## config.mk

```make
export PLATFORM = sky130hd
export DESIGN_NAME = elementwise_sum_reduce
export DESIGN_NICKNAME = d
export VERILOG_FILES = /design/src/rtl/elementwise_sum_reduce.sv
export SDC_FILE = /design/constraint.sdc
export NUM_CORES = 1
export LEC_CHECK = 0
export CORE_ASPECT_RATIO = 1.1
export CORE_MARGIN = 2
export CORE_UTILIZATION = 50
export CTS_CLUSTER_SIZE = 25
export DETAILED_ROUTE_END_ITERATION = 16
export PLACE_DENSITY = 0.85
export SYNTH_ARGS = -nofsm -noshare
export SYNTH_HDL_FRONTEND = slang
export SYNTH_SLANG_ARGS = --single-unit
```

## constraint.sdc

```tcl
create_clock -name clk -period 3.8 [get_ports clk]
set_clock_uncertainty 0.1 [all_clocks]
set_input_delay 0.38 -clock clk [delete_from_list [all_inputs] [get_ports clk]]
set_output_delay 0.38 -clock clk [all_outputs]
set_load 0.005 [all_outputs]
```

## src/rtl/elementwise_sum_reduce.sv

```systemverilog
// Sequential 4-term reduction of elementwise products into one scalar sum, valid/ready on both sides.
// Optional build macro SUM_REDUCE_SAT_EN: clamp the sum to OUT_W bits and raise sat instead of truncating.
module elementwise_sum_reduce #(
    parameter int N     = 8,
    parameter int OUT_W = 2*N+2
) (
    input  logic               clk,
    input  logic               rst,
    input  logic [2*N-1:0]     products [0:3],
    input  logic               in_valid,
    output logic               in_ready,
    output logic [OUT_W-1:0]   sum,
    output logic               out_valid,
    input  logic               out_ready,
    output logic               pulse_sum,
    output logic [3:0]         cycle_count,
    output logic               sat
);

    localparam int ACC_W  = 2*N+2;
    localparam int WIDE_W = (OUT_W > ACC_W) ? OUT_W : ACC_W;

    typedef enum logic [1:0] {
        S_IDLE,
        S_SUM,
        S_DONE
    } state_t;

    state_t             r_state;
    state_t             w_state_next;
    logic               w_accept;
    logic               w_last;
    logic [2*N-1:0]     r_prod [0:3];
    logic [ACC_W-1:0]   r_acc;
    logic [1:0]         r_idx;
    logic [3:0]         r_cnt;
    logic [OUT_W-1:0]   r_sum;
    logic               r_out_valid;
    logic               r_pulse;
    logic [ACC_W-1:0]   w_addend;
    logic [ACC_W-1:0]   w_acc_next;

    // Maps the full-precision accumulator onto the output width (clamp or truncate).
    function automatic logic [OUT_W-1:0] fit_sum(input logic [ACC_W-1:0] acc);
        logic [WIDE_W-1:0] wide;
`ifdef SUM_REDUCE_SAT_EN
        logic [WIDE_W-1:0] lim;
`endif
        wide            = '0;
        wide[ACC_W-1:0] = acc;
`ifdef SUM_REDUCE_SAT_EN
        lim             = '0;
        lim[OUT_W-1:0]  = '1;
        if (wide > lim)
            wide = lim;
`endif
        return wide[OUT_W-1:0];
    endfunction

`ifdef SUM_REDUCE_SAT_EN
    function automatic logic sat_hit(input logic [ACC_W-1:0] acc);
        logic [WIDE_W-1:0] wide;
        logic [WIDE_W-1:0] lim;
        wide            = '0;
        wide[ACC_W-1:0] = acc;
        lim             = '0;
        lim[OUT_W-1:0]  = '1;
        return (wide > lim);
    endfunction
`endif

    always_ff @(posedge clk) begin
        if (rst)
            r_state <= S_IDLE;
        else
            r_state <= w_state_next;
    end

    always_comb begin
        w_state_next = r_state;
        w_accept     = 1'b0;
        w_last       = 1'b0;
        case (r_state)
            S_IDLE: begin
                if (in_valid) begin
                    w_accept     = 1'b1;
                    w_state_next = S_SUM;
                end
            end
            S_SUM: begin
                if (r_idx == 2'd3) begin
                    w_last       = 1'b1;
                    w_state_next = S_DONE;
                end
            end
            S_DONE: begin
                if (out_ready)
                    w_state_next = S_IDLE;
            end
            default: w_state_next = S_IDLE;
        endcase
    end

    assign w_addend   = {2'b00, r_prod[r_idx]};
    assign w_acc_next = r_acc + w_addend;

    // Operands are captured only at the accept edge; upstream may change them afterwards.
    always_ff @(posedge clk) begin
        if (w_accept) begin
            for (int i = 0; i < 4; i++)
                r_prod[i] <= products[i];
        end
    end

    always_ff @(posedge clk) begin
        if (rst) begin
            r_acc       <= '0;
            r_idx       <= '0;
            r_cnt       <= '0;
            r_sum       <= '0;
            r_out_valid <= 1'b0;
            r_pulse     <= 1'b0;
        end else begin
            r_pulse <= w_last;
            if (w_accept) begin
                r_acc <= '0;
                r_idx <= '0;
                r_cnt <= '0;
            end
            if (r_state == S_SUM) begin
                r_acc <= w_acc_next;
                r_cnt <= r_cnt + 4'd1;
                if (w_last) begin
                    r_sum       <= fit_sum(w_acc_next);
                    r_out_valid <= 1'b1;
                end else begin
                    r_idx <= r_idx + 2'd1;
                end
            end
            if (r_state == S_DONE && out_ready)
                r_out_valid <= 1'b0;
        end
    end

`ifdef SUM_REDUCE_SAT_EN
    logic r_sat;

    always_ff @(posedge clk) begin
        if (rst)
            r_sat <= 1'b0;
        else if (w_last)
            r_sat <= sat_hit(w_acc_next);
    end

    assign sat = r_sat;
`else
    assign sat = 1'b0;
`endif

    assign in_ready    = (r_state == S_IDLE);
    assign sum         = r_sum;
    assign out_valid   = r_out_valid;
    assign pulse_sum   = r_pulse;
    assign cycle_count = r_cnt;

endmodule

```

# Yosys cells after proc, flatten, opt, wreduce, memory -nomap -nowiden
# Memories as Yosys holds them, arrays and structs flattened. A register that Yosys moved wholly into a read port is not among the register bits.
# Index checks and enable logic that the tools add are counted.
word_totals:
  ff_bits: 46
  ram_bits: 64
  input_bits: 68
  word_cells: 41
  n_memories: 1
mem_list:
  columns: ["name", "words", "width", "read_ports", "rd_ports_with_merged_regs", "write_ports", "line", "source"]
  rows:
  - ["r_prod", 4, 16, 1, 1, 4, "33", "logic [2*N-1:0] r_prod [0:3];"]
op_classes:
  add_sub_neg: 3
  eq_ne: 6
  mux: 18
  reduce_logical: 6
op_table:
  columns: ["op", "n"]
  rows:
  - ["$mux 18", 2]
  - ["$add 18x16->18", 1]
  - ["$mux 2", 7]
  - ["$mux 4", 2]
  - ["$mux 1", 6]
  - ["$ne 2x2->1 const B", 3]
  - ["$pmux 2 s3", 1]
  - ["$add 4x1->4 const B", 1]
  - ["$eq 2x2->1 const B", 2]
  - ["$reduce_and 3->1", 1]
  - ["$add 2x1->2 const B", 1]
  - ["$eq 2x1->1 const B", 1]
  - ["$logic_not 2->1", 1]
  - ["$reduce_and 2->1", 1]
  - ["$reduce_bool 2->1", 1]
  - ["$reduce_or 2->1", 1]
  - ["$logic_and 1x1->1", 1]

# Logic depth before layout (Yosys ltp)
logic_depth:
  depth_word: 6
  depth_mapped: 11
  mapped_depth_nobuf: 10

# Least setup slack after synthesis
# Ideal clock, no wire load.
synth_path:
  path_kind: "register -> register"
  start: "register r_idx[0] (netlist name)"
  end: "register r_acc[17]"
  arrival_ns: 2.988
  required_time_ns: 3.631
  setup_slack_ns: 0.643
  stages_incl_launch_ff: 12
  n_path_buf: 3
  synth_period_minus_slack_ns: 3.157
  cell_sequence: "dfxtp_1 > buf_2 > buf_2 > mux4_2 > ha_1 > buf_2 > nand4_1 > or3_4 > a2111oi_4 > nor4_2 > or3_1 > o21ai_1"
synth_lines:
  columns: ["element", "line", "source"]
  rows:
  - ["to (signal assigned)", "131", "r_acc <= w_acc_next;"]
  - ["to (decl)", "34", "logic [ACC_W-1:0] r_acc;"]

# Final worst setup path
layout_path:
  start: "register r_idx[0]"
  end: "register r_sum[10] (netlist: sum[10])"
layout_via:
  elab_chain_len: 4
layout_lines:
  columns: ["element", "line", "source"]
  rows:
  - ["from (decl)", "35", "logic [1:0] r_idx;"]
  - ["from (signal assigned)", "137", "r_idx <= r_idx + 2'd1;"]
  - ["$eq 2x2->1", "91", "if (r_idx == 2'd3) begin"]
  - ["$mux 1", "91", null]
  - ["$mux 1", "83", "case (r_state)"]
  - ["$reduce_and 2->1 (no line)", null, null]
  - ["to (signal assigned)", "134", "r_sum <= fit_sum(w_acc_next);"]
  - ["to (decl)", "37", "logic [OUT_W-1:0] r_sum;"]
# Every way passes these cells.
# A chain may end at the register's enable or synchronous reset.

==> metrics.md <==
| Metric | Value |
|---|---|
| Synthesized flop and latch total | 110 |
| GRT Total Usage | between 10% and 20% |
| TritonCTS clock tree | done |
| Critical path required time | 3970 ps |
| Tcrit/Tclk final | a little over four fifths |
| Final setup fails | 0 |
| Top cells by area, synth | edfxtp_1, dfxtp_1, mux4_2 |
| Placed Cells | 599 |
| CTS H-tree lvls | 3 |
| Final Slew Violations | 0 |
| Routability Congestion | 0.834 |
| EDFF count, synth | 64 |
| Gr ovfl total | 0 |
| CTS root buf | clkbuf_8 |
| Tot Pwr | 0.00245 W |
| Top FF cell, synth | edfxtp_1 |
| Antenna Nets Post-Route | 0 |
| Warnings from Yosys | 0 |
| CTS Buf Count | 9 |
| Sw frac | 26.5% |
| Post-synthesis sequential area ratio | 57.4% |
| Post-DP HPWL | 7420 µm |
| HP Class | reg2reg |
| Post-route non-filler standard cell count | 615 |
| Switching power | 0.000651 W |
| Worst Path Max Fanout | 11 |
| Layout area overhead | 24.1% |
| First-pass GRT wire length | between 15000 and 20000 µm |
| Worst rel slew slack | 36.9% |
| Fin crit period | 3220 ps |
| Synthesized net count | 490 |
| Critical Path Start Type | flop |
| Netlist cell types | 58 |
| Cell with the most instances after synthesis | edfxtp_1 |
| # diodes | 0 |
| # port buffers | 92 |
| Effective utilization at floorplan | 50.8% |
| Router iterations before antenna repair | 5 |
| Pleak | 2.20 nW |
| Clock Path Buffers | 2 |
| Clk slew on worst S/H paths | 100 ps |
| Sequential cell area | 2840 µm² |
| FMAX | 310 MHz |
| Share of layout cells above drive strength 1 | 10.1% |
| Clock power share | 25.8% |
| Total die area | 10700 µm² |
| Nets | 577 |
| CP arrival | 3390 ps |
| Final Hold Vio Count | 0 |
| DR WL/cell | 16.3 µm |
| Power share of the combinational group | between 10% and 20% |
| Wire length on met2 | a little under 5000 µm |
| Worst Tran Pin Value | 944 ps |
| Die Y | 108 µm |
| TritonCTS Sinks | between 100 and 150 |
| Ys async rst share | 0% |
| Internal | roughly 0.0018 W |
| Crit Path Category | reg2reg |
| Clock Latency Late Sink | 370 ps |
| Filler cells | about 750 |
| Top layer in use | met4 |
| Core area | around 10000 µm² |
| Mapped Area | between 4000 and 5000 µm² |
| Avg Synthesized Cell Area | 12.3 µm² |
| Row count | 38 |
| Post-synth top cells | edfxtp_1, dfxtp_1, nand2_1 |
| Multi-input gate area | 1980 µm² |
| Largest net degree at the start of global routing | 65 |
| Most area-hungry cell type in the Yosys netlist | edfxtp_1 |
| Vias | 3460 |
| Remaining DRCs | 0 |
| Drt first-iter violations | 240 |
| Max Cap Viol | 0 |
| Post-synth top area share | approximately 39% |
| Ports | 94 |
| CTS Hold Bufs | 0 |
| Hold Slack | 359 ps |
| Post CTS Setup Buffer Count | 0 |
| Setup_tns | 0 ps |
| Pwr/cell area | 399 nW/µm² |
| RSZ-0062 raised after global routing | false |
| Total Routed Length | 10000 µm |
| Peak VDD IR | 0.283 mV |
| Outcome | completed |
| Die X | 98.9 µm |
| Crit. End Element | flop |
| Vias per cell | 5.63 |
| Vias in the first global route | approximately 3400 |
| Post-Synthesis Cells | around 400 |
| Sequential Power Share | 55.4% |
| Metal-1 WL | 4450 µm |
| CTS resizes | 0 |
| WL met3 | 526 µm |
| Initial antenna violation count | 0 |
==> kinds of logic (layout without fill, tap and decap cells) <==
family          after synthesis  count (layout)  share of synthesized area (%)
other cells                   1               1                         0.0757
compound gates               97              97                           13.6
buf+inv                      29             121                           2.55
fa+ha+maj                    19              19                           4.95
mux                          18              18                           7.71
flops                       110             110                           57.4
xor+xnor                     13              13                           2.30
simple gates                116             116                           11.4
==> area by class of cell <==
class	count	share of cell area (%)
Sequential cell	110	46.3
Multi-Input combinational cell	264	32.3
Timing Repair Buffer	98	15.7
Tap cell	120	2.44
Clock buffer	11	2.30
Clock inverter	5	0.550
Inverter	7	0.428
==> cell usage in the layout, fill, tap and decap left out, types with 5 or more instances in the layout <==
cell type and n:
a22o_1 8, inv_1 6, nor2b_1 6, xnor2_1 11
mux4_2 16, a21o_1 5, nor2_1 37, buf_4 6
a21oi_1 27, clkdlybuf4s50_1 92, clkbuf_8 10, ha_1 18
nand2_1 39, a22oi_1 9, o21ai_0 12, edfxtp_1 64
o21a_1 5, dfxtp_1 46
==> routing by layer <==
metal	vias up	global-route usage [%]
met4	0	5.97
met5	-	0
met2	112	32.0
met1	1664	24.8
li1	1671	-
met3	13	3.81
==> metrics by stage <==
stage | instance area [µm²] | setup slack (ps) | util, %
after detailed placement | 5970 | 641 | 61.2
after global placement | 5970 | 641 | 61.2
final | 6140 | 576 | 63.0
after global routing | 6140 | 411 | 63.0
after CTS | 6140 | 607 | 63.0
after floorplan | 4950 | 643 | -
==> flip-flops by register name (all words and copies together) (netlist names) <==
name	flops
r_acc	18
r_prod	64
cycle_count	4
pulse_sum	1
r_state	2
sum	18
r_idx	2
out_valid	1
==> path summary, 6_finish.rpt <==
| kind | start | end | slack (ps) | cells after the start |
|---|---|---|---|---|
| setup / recovery | r_idx[0] | sum[10] | 580 | 9 |
| hold reg to reg | sum[0] | sum[0] | 360 | 2 |
| setup reg to reg | r_idx[0] | sum[10] | 580 | 9 |
| hold / removal | sum[0] | sum[0] | 360 | 2 |
==> worst max-delay path: stages, from the launching register on <==
cell,delay [ps]
dfxtp_1,340
buf_4,240
mux4_2,550
ha_1,430
o211ai_1,150
a21oi_2,190
o21ai_1,180
o21ai_0,510
nor4b_1,130
a211o_1,300
==> power groups by stage <==
| stage | Clock, W | Combinational [W] | Sequential, W |
|---|---|---|---|
| global placement | 0 | 0.000446 | 0.00138 |
| CTS | 0.000650 | 0.000459 | 0.00136 |
| floorplan | 0 | 0.000308 | 0.00138 |
| finish | 0.000633 | 0.000462 | 0.00136 |
| global route | 0.000699 | 0.000500 | 0.00137 |
| detailed placement | 0 | 0.000457 | 0.00139 |
Power figures use the tool's default switching activity.
